## config.mk

```make
export PLATFORM = sky130hd
export DESIGN_NAME = uart_rx_flat
export DESIGN_NICKNAME = d
export VERILOG_FILES = /design/src/rtl/uart_rx_if.sv /design/src/rtl/uart_rx.sv /design/src/flat_wrapper.sv
export SDC_FILE = /design/constraint.sdc
export NUM_CORES = 1
export LEC_CHECK = 0
export BUFFER_PORTS_ARGS = -buffer_cell sky130_fd_sc_hd__buf_2
export CORE_ASPECT_RATIO = 1.25
export CORE_MARGIN = 5
export CORE_UTILIZATION = 51
export CTS_CLUSTER_DIAMETER = 120
export DETAILED_ROUTE_END_ITERATION = 10
export MAX_ROUTING_LAYER = met4
export PLACE_DENSITY_LB_ADDON = 0.12
export SYNTH_ARGS = -nofsm -noshare
export SYNTH_HDL_FRONTEND = slang
export SYNTH_SLANG_ARGS = --single-unit
```

## constraint.sdc

```tcl
create_clock -name clk -period 2.78 [get_ports clk]
set_clock_uncertainty 0.2 [all_clocks]
set_input_delay 0.556 -clock clk [delete_from_list [all_inputs] [get_ports clk]]
set_output_delay 0.556 -clock clk [all_outputs]
set_load 0.005 [all_outputs]
```

## src/rtl/uart_rx_if.sv

```systemverilog
// Receiver-side bundle: serial line and frame config in, recovered byte and status strobes out.
interface uart_rx_if;
  logic       rx_in;
  logic       parity_en;
  logic       parity_type;
  logic [7:0] data_out;
  logic       data_valid;
  logic       parity_err;
  logic       stop_err;
  logic       busy;

  modport master (
    output rx_in, parity_en, parity_type,
    input  data_out, data_valid, parity_err, stop_err, busy
  );

  modport slave (
    input  rx_in, parity_en, parity_type,
    output data_out, data_valid, parity_err, stop_err, busy
  );
endinterface

```

## src/rtl/uart_rx.sv

```systemverilog
// Oversampling UART receiver: 2-flop synchronizer, majority-of-three bit sampling,
// optional parity and stop-bit checks, one-cycle result strobes.
//
//   state  | meaning
//   IDLE   | line idle, waiting for rx_s low
//   START  | inside start bit, glitch check at mid-bit
//   DATA   | shifting in 8 data bits, LSB first
//   PARITY | checking the optional parity bit
//   STOP   | sampling the stop bit, result issued on exit
module uart_rx #(
  parameter int PRESCALE = 8
) (
  input  logic     clk,
  input  logic     rst,
  uart_rx_if.slave bus
);

  localparam int CW = $clog2(PRESCALE);
  localparam logic [CW-1:0] SAMP_A = CW'(PRESCALE/2 - 1);
  localparam logic [CW-1:0] SAMP_B = CW'(PRESCALE/2);
  localparam logic [CW-1:0] SAMP_C = CW'(PRESCALE/2 + 1);
  localparam logic [CW-1:0] LAST   = CW'(PRESCALE - 1);

  typedef enum logic [2:0] {IDLE, START, DATA, PARITY, STOP} state_t;

  state_t        state_q;
  logic          sync1_q, sync2_q;
  logic [CW-1:0] edge_q;
  logic [2:0]    bit_cnt_q;
  logic          samp_a_q, samp_b_q, bit_q;
  logic [7:0]    shift_q;
  logic          pen_q, ptype_q, perr_q;
  logic [7:0]    data_out_q;
  logic          dv_q, pe_q, se_q, busy_q;

  logic rx_s, maj, bit_val, end_of_bit;

  assign rx_s       = sync2_q;
  assign maj        = (samp_a_q & samp_b_q) | (samp_a_q & rx_s) | (samp_b_q & rx_s);
  // Third sample may coincide with the last cycle of the bit when PRESCALE is 4.
  assign bit_val    = (edge_q == SAMP_C) ? maj : bit_q;
  assign end_of_bit = (edge_q == LAST);

  always_ff @(posedge clk or negedge rst) begin
    if (!rst) begin
      state_q    <= IDLE;
      sync1_q    <= 1'b1;
      sync2_q    <= 1'b1;
      edge_q     <= '0;
      bit_cnt_q  <= '0;
      samp_a_q   <= 1'b0;
      samp_b_q   <= 1'b0;
      bit_q      <= 1'b0;
      shift_q    <= '0;
      pen_q      <= 1'b0;
      ptype_q    <= 1'b0;
      perr_q     <= 1'b0;
      data_out_q <= '0;
      dv_q       <= 1'b0;
      pe_q       <= 1'b0;
      se_q       <= 1'b0;
      busy_q     <= 1'b0;
    end else begin
      sync1_q <= bus.rx_in;
      sync2_q <= sync1_q;
      dv_q    <= 1'b0;
      pe_q    <= 1'b0;
      se_q    <= 1'b0;

      if (state_q != IDLE) edge_q <= end_of_bit ? '0 : edge_q + CW'(1);
      if (edge_q == SAMP_A) samp_a_q <= rx_s;
      if (edge_q == SAMP_B) samp_b_q <= rx_s;
      if (edge_q == SAMP_C) bit_q    <= maj;

      case (state_q)
        IDLE: begin
          if (!rx_s) begin
            state_q   <= START;
            edge_q    <= CW'(1);
            busy_q    <= 1'b1;
            pen_q     <= bus.parity_en;
            ptype_q   <= bus.parity_type;
            perr_q    <= 1'b0;
            bit_cnt_q <= '0;
          end
        end
        START: begin
          if (edge_q == SAMP_C && maj) begin
            state_q <= IDLE;
            edge_q  <= '0;
            busy_q  <= 1'b0;
          end else if (end_of_bit) begin
            state_q <= DATA;
          end
        end
        DATA: begin
          if (end_of_bit) begin
            shift_q   <= {bit_val, shift_q[7:1]};
            bit_cnt_q <= bit_cnt_q + 3'd1;
            if (bit_cnt_q == 3'd7) state_q <= pen_q ? PARITY : STOP;
          end
        end
        PARITY: begin
          if (end_of_bit) begin
            perr_q  <= bit_val ^ (^shift_q) ^ ptype_q;
            state_q <= STOP;
          end
        end
        STOP: begin
          if (end_of_bit) begin
            state_q <= IDLE;
            busy_q  <= 1'b0;
            if (!perr_q && bit_val) begin
              data_out_q <= shift_q;
              dv_q       <= 1'b1;
            end else begin
              pe_q <= perr_q;
              se_q <= ~bit_val;
            end
          end
        end
        default: state_q <= IDLE;
      endcase
    end
  end

  assign bus.data_out   = data_out_q;
  assign bus.data_valid = dv_q;
  assign bus.parity_err = pe_q;
  assign bus.stop_err   = se_q;
  assign bus.busy       = busy_q;

endmodule

```

## src/flat_wrapper.sv

```systemverilog
// flat-port wrapper written by rule: the top's interface ports become plain ports
module uart_rx_flat 
#(
  parameter int PRESCALE = 8
)
  (clk, rst, bus_rx_in, bus_parity_en, bus_parity_type, bus_data_out, bus_data_valid, bus_parity_err, bus_stop_err, bus_busy);
  uart_rx_if bus_i ();
  input  logic clk;
  input  logic rst;
  input wire logic [$bits(bus_i.rx_in)-1:0] bus_rx_in;
  input wire logic [$bits(bus_i.parity_en)-1:0] bus_parity_en;
  input wire logic [$bits(bus_i.parity_type)-1:0] bus_parity_type;
  output wire logic [$bits(bus_i.data_out)-1:0] bus_data_out;
  output wire logic [$bits(bus_i.data_valid)-1:0] bus_data_valid;
  output wire logic [$bits(bus_i.parity_err)-1:0] bus_parity_err;
  output wire logic [$bits(bus_i.stop_err)-1:0] bus_stop_err;
  output wire logic [$bits(bus_i.busy)-1:0] bus_busy;
  assign bus_i.rx_in = bus_rx_in;
  assign bus_i.parity_en = bus_parity_en;
  assign bus_i.parity_type = bus_parity_type;
  assign bus_data_out = bus_i.data_out;
  assign bus_data_valid = bus_i.data_valid;
  assign bus_parity_err = bus_i.parity_err;
  assign bus_stop_err = bus_i.stop_err;
  assign bus_busy = bus_i.busy;
  uart_rx #(.PRESCALE(PRESCALE)) u_core (.clk(clk), .rst(rst), .bus(bus_i));
endmodule
```

==> flow_summary.json <==
{
  "syn_area_per_cell_um2": 12.5,
  "ant_nets": 0,
  "antennaDiodeCount": 0,
  "critPathLaunchType": "register",
  "cp_data_arrival_time_ns": 2.33,
  "rr_startpoint": "u_core.edge_q[0]",
  "stdcell_area_um2": 1930,
  "clkSlewWorstSetupHoldPaths_ns": 0.08,
  "synth_edf_count": 0,
  "syn_area_um2": 1730,
  "synthesis.nets": 151,
  "crit_slowest_cell": "or3_1",
  "start_util_pct": 53.3,
  "pin_count": 17,
  "worst_pin_slew_ns": 0.788,
  "p_per_area_nw_per_um2": 791,
  "grt_pass1_vias": 1210,
  "port_buffers": 16,
  "die_area_um2": 4670,
  "multi_input_area_um2": 738,
  "critPathRequiredTime_ns": 2.75,
  "fmax_mhz": 424,
  "cp_max_fo": 9,
  "viasPerCell": 5.51,
  "dieWidth_um": 62.1,
  "regArea_um2": 928,
  "gp_congestion": 0.855,
  "numCtsBuffers": 5,
  "yosys_register_bits": 37,
  "synth-main-ff-cell": "dfrtp_1",
  "leakagePower_nw": 0.997,
  "syn_inst": 139,
  "maxCapViolations": 0,
  "path_common_cell": "ha_1",
  "p_total_mw": 1.53,
  "crit_path_end": "u_core.bus.data_out[1]",
  "setup_violations": 0,
  "cp_cell_sequence": "ha_1, ha_1, nand3_1, or3_1, mux2_4",
  "placed_area_um2": 1840,
  "hpwl_mm": 2.03,
  "cts_sinks": 37,
  "wl_per_cell_um": 15.0,
  "cts_tree": "yes",
  "final_cell_mix": "35 x dfrtp_1, 16 x buf_2, 12 x mux2_2",
  "path_class": "reg -> reg",
  "period_share_pct": 84.8,
  "drive_above_1_share_pct": 30.8,
  "cp-startpoint": "u_core.edge_q[0]",
  "clk_latency_ns": 0.29,
  "area_growth_syn_to_layout_pct": 11.3,
  "vdd_drop_max_mv": 0.448,
  "nets": 170,
  "layout_commonest_cell": "dfrtp_1",
  "design.core.area_um2": 3250,
  "synth_seq_area_share_pct": 53.6,
  "cts-resized-gates": 0,
  "gr-total-overflow": 0,
  "routed_wl_mm": 2.95,
  "antenna_found_initial": 0,
  "finalHoldViolations": 0,
  "cts_root_buffer": "clkbuf_8",
  "cts-htree-levels": 2,
  "rsz0062_at_grt": "false",
  "ys_types": 34,
  "fillers": 289,
  "r2r_setup_slack_ns": 0.42,
  "cp-end-kind": "register",
  "min_path_type": "in -> async",
  "ys.warnings.count": 0,
  "synthArstFlopShare_pct": 100,
  "drc": 0,
  "firstDrtPassIters": 4,
  "die_h_um": 75.2,
  "fin_hold_ws_ns": 0.142,
  "outcome": "complete, no violations",
  "grtUsageTotal_pct": 15.3,
  "slew_headroom_pct": 47.4,
  "slowest_delay_ns": 0.58,
  "grt_max_degree": 38,
  "clockBufferDepth": 2,
  "via_count": 1080,
  "setup_tns_ns": 0,
  "r2r_end": "u_core.bus.data_out[1]",
  "drt-initial-drc-count": 29,
  "finalCriticalPeriod_ns": 2.36,
  "rr_worst_depth": 5,
  "cts_setup_buffers": 0,
  "grt_pass1_wl_mm": 5.44,
  "num_rows": 23,
  "slew_violations": 0,
  "cts_hold_buf": 0
}
-- worst min path at each step --
stage / slack [ns] / to
after CTS: 0.15 / u_core.sync1_q
after floorplan: 0.06 / u_core.bit_cnt_q[0]
after global routing: 0.14 / u_core.sync1_q
final: 0.14 / u_core.samp_b_q
after detailed placement: 0.15 / u_core.rx_s
after global placement: 0.15 / u_core.rx_s
-- registers in the layout, indices dropped and copies added (netlist names), 3 cells and up --
register,flops
u_core.bit_cnt_q,3
u_core.bus.data_out,8
u_core.edge_q,3
u_core.shift_q,8
u_core.state_q,3
-- worst max-delay path, delay by kind of cell (launching register included) --
family        cells  cell delay (ns)
fa+ha+maj         2             0.52
flops             1             0.39
mux               1             0.38
simple gates      2             0.74
-- stage by stage --
stage | util [%] | instances | setup slack (ns)
floorplan | - | 139 | 0.649
global placement | 56.6 | 188 | 0.519
detailed placement | 56.6 | 188 | 0.438
CTS | 59.3 | 196 | 0.418
global route | 59.3 | 196 | 0.307
finish | 59.3 | 196 | 0.423
-- kinds of logic after synthesis --
| logic type | after synthesis | synth area share [%] |
|---|---|---|
| buf+inv | 15 | 3.76 |
| mux | 21 | 15.3 |
| simple gates | 30 | 8.31 |
| flops | 37 | 53.6 |
| xor+xnor | 7 | 5.13 |
| compound gates | 21 | 8.24 |
| fa+ha+maj | 8 | 5.64 |
-- Yosys cell counts (all sizes together) (3+ instances only) --
| master | count | area (um2) |
|---|---|---|
| inv | 9 | 33.8 |
| nand2 | 9 | 33.8 |
| mux2 | 20 | 255 |
| nor2 | 10 | 37.5 |
| dfrtp | 35 | 876 |
| xnor2 | 3 | 26.3 |
| clkbuf | 4 | 15.0 |
| nand3 | 4 | 20.0 |
| ha | 7 | 87.6 |
| o21ai | 7 | 35.0 |
-- per-layer routing --
metal	routed length [um]	track usage (%)	vias up
met2	1490	24.1	16
met4	58	7.95	0
met3	111	4.33	6
met1	1290	17.9	542
li1	-	-	516
met5	0	-	-
-- power by group --
| group | total (mW) | internal [mW] | switching (mW) |
|---|---|---|---|
| registers | 0.749 | 0.629 | 0.120 |
| logic | 0.413 | 0.231 | 0.182 |
| clock network | 0.364 | 0.173 | 0.191 |
| total | 1.53 | 1.03 | 0.493 |
-- final cells by class --
type / count / share of cell area (%)
Inverter: 9 / 1.75
Clock inverter: 3 / 0.909
Sequential cell: 37 / 48.2
Clock buffer: 5 / 3.57
Multi-Input combinational cell: 87 / 38.3
Tap cell: 37 / 2.40
Timing Repair Buffer: 18 / 4.93
No activity file was read; power rests on OpenSTA's default activity.
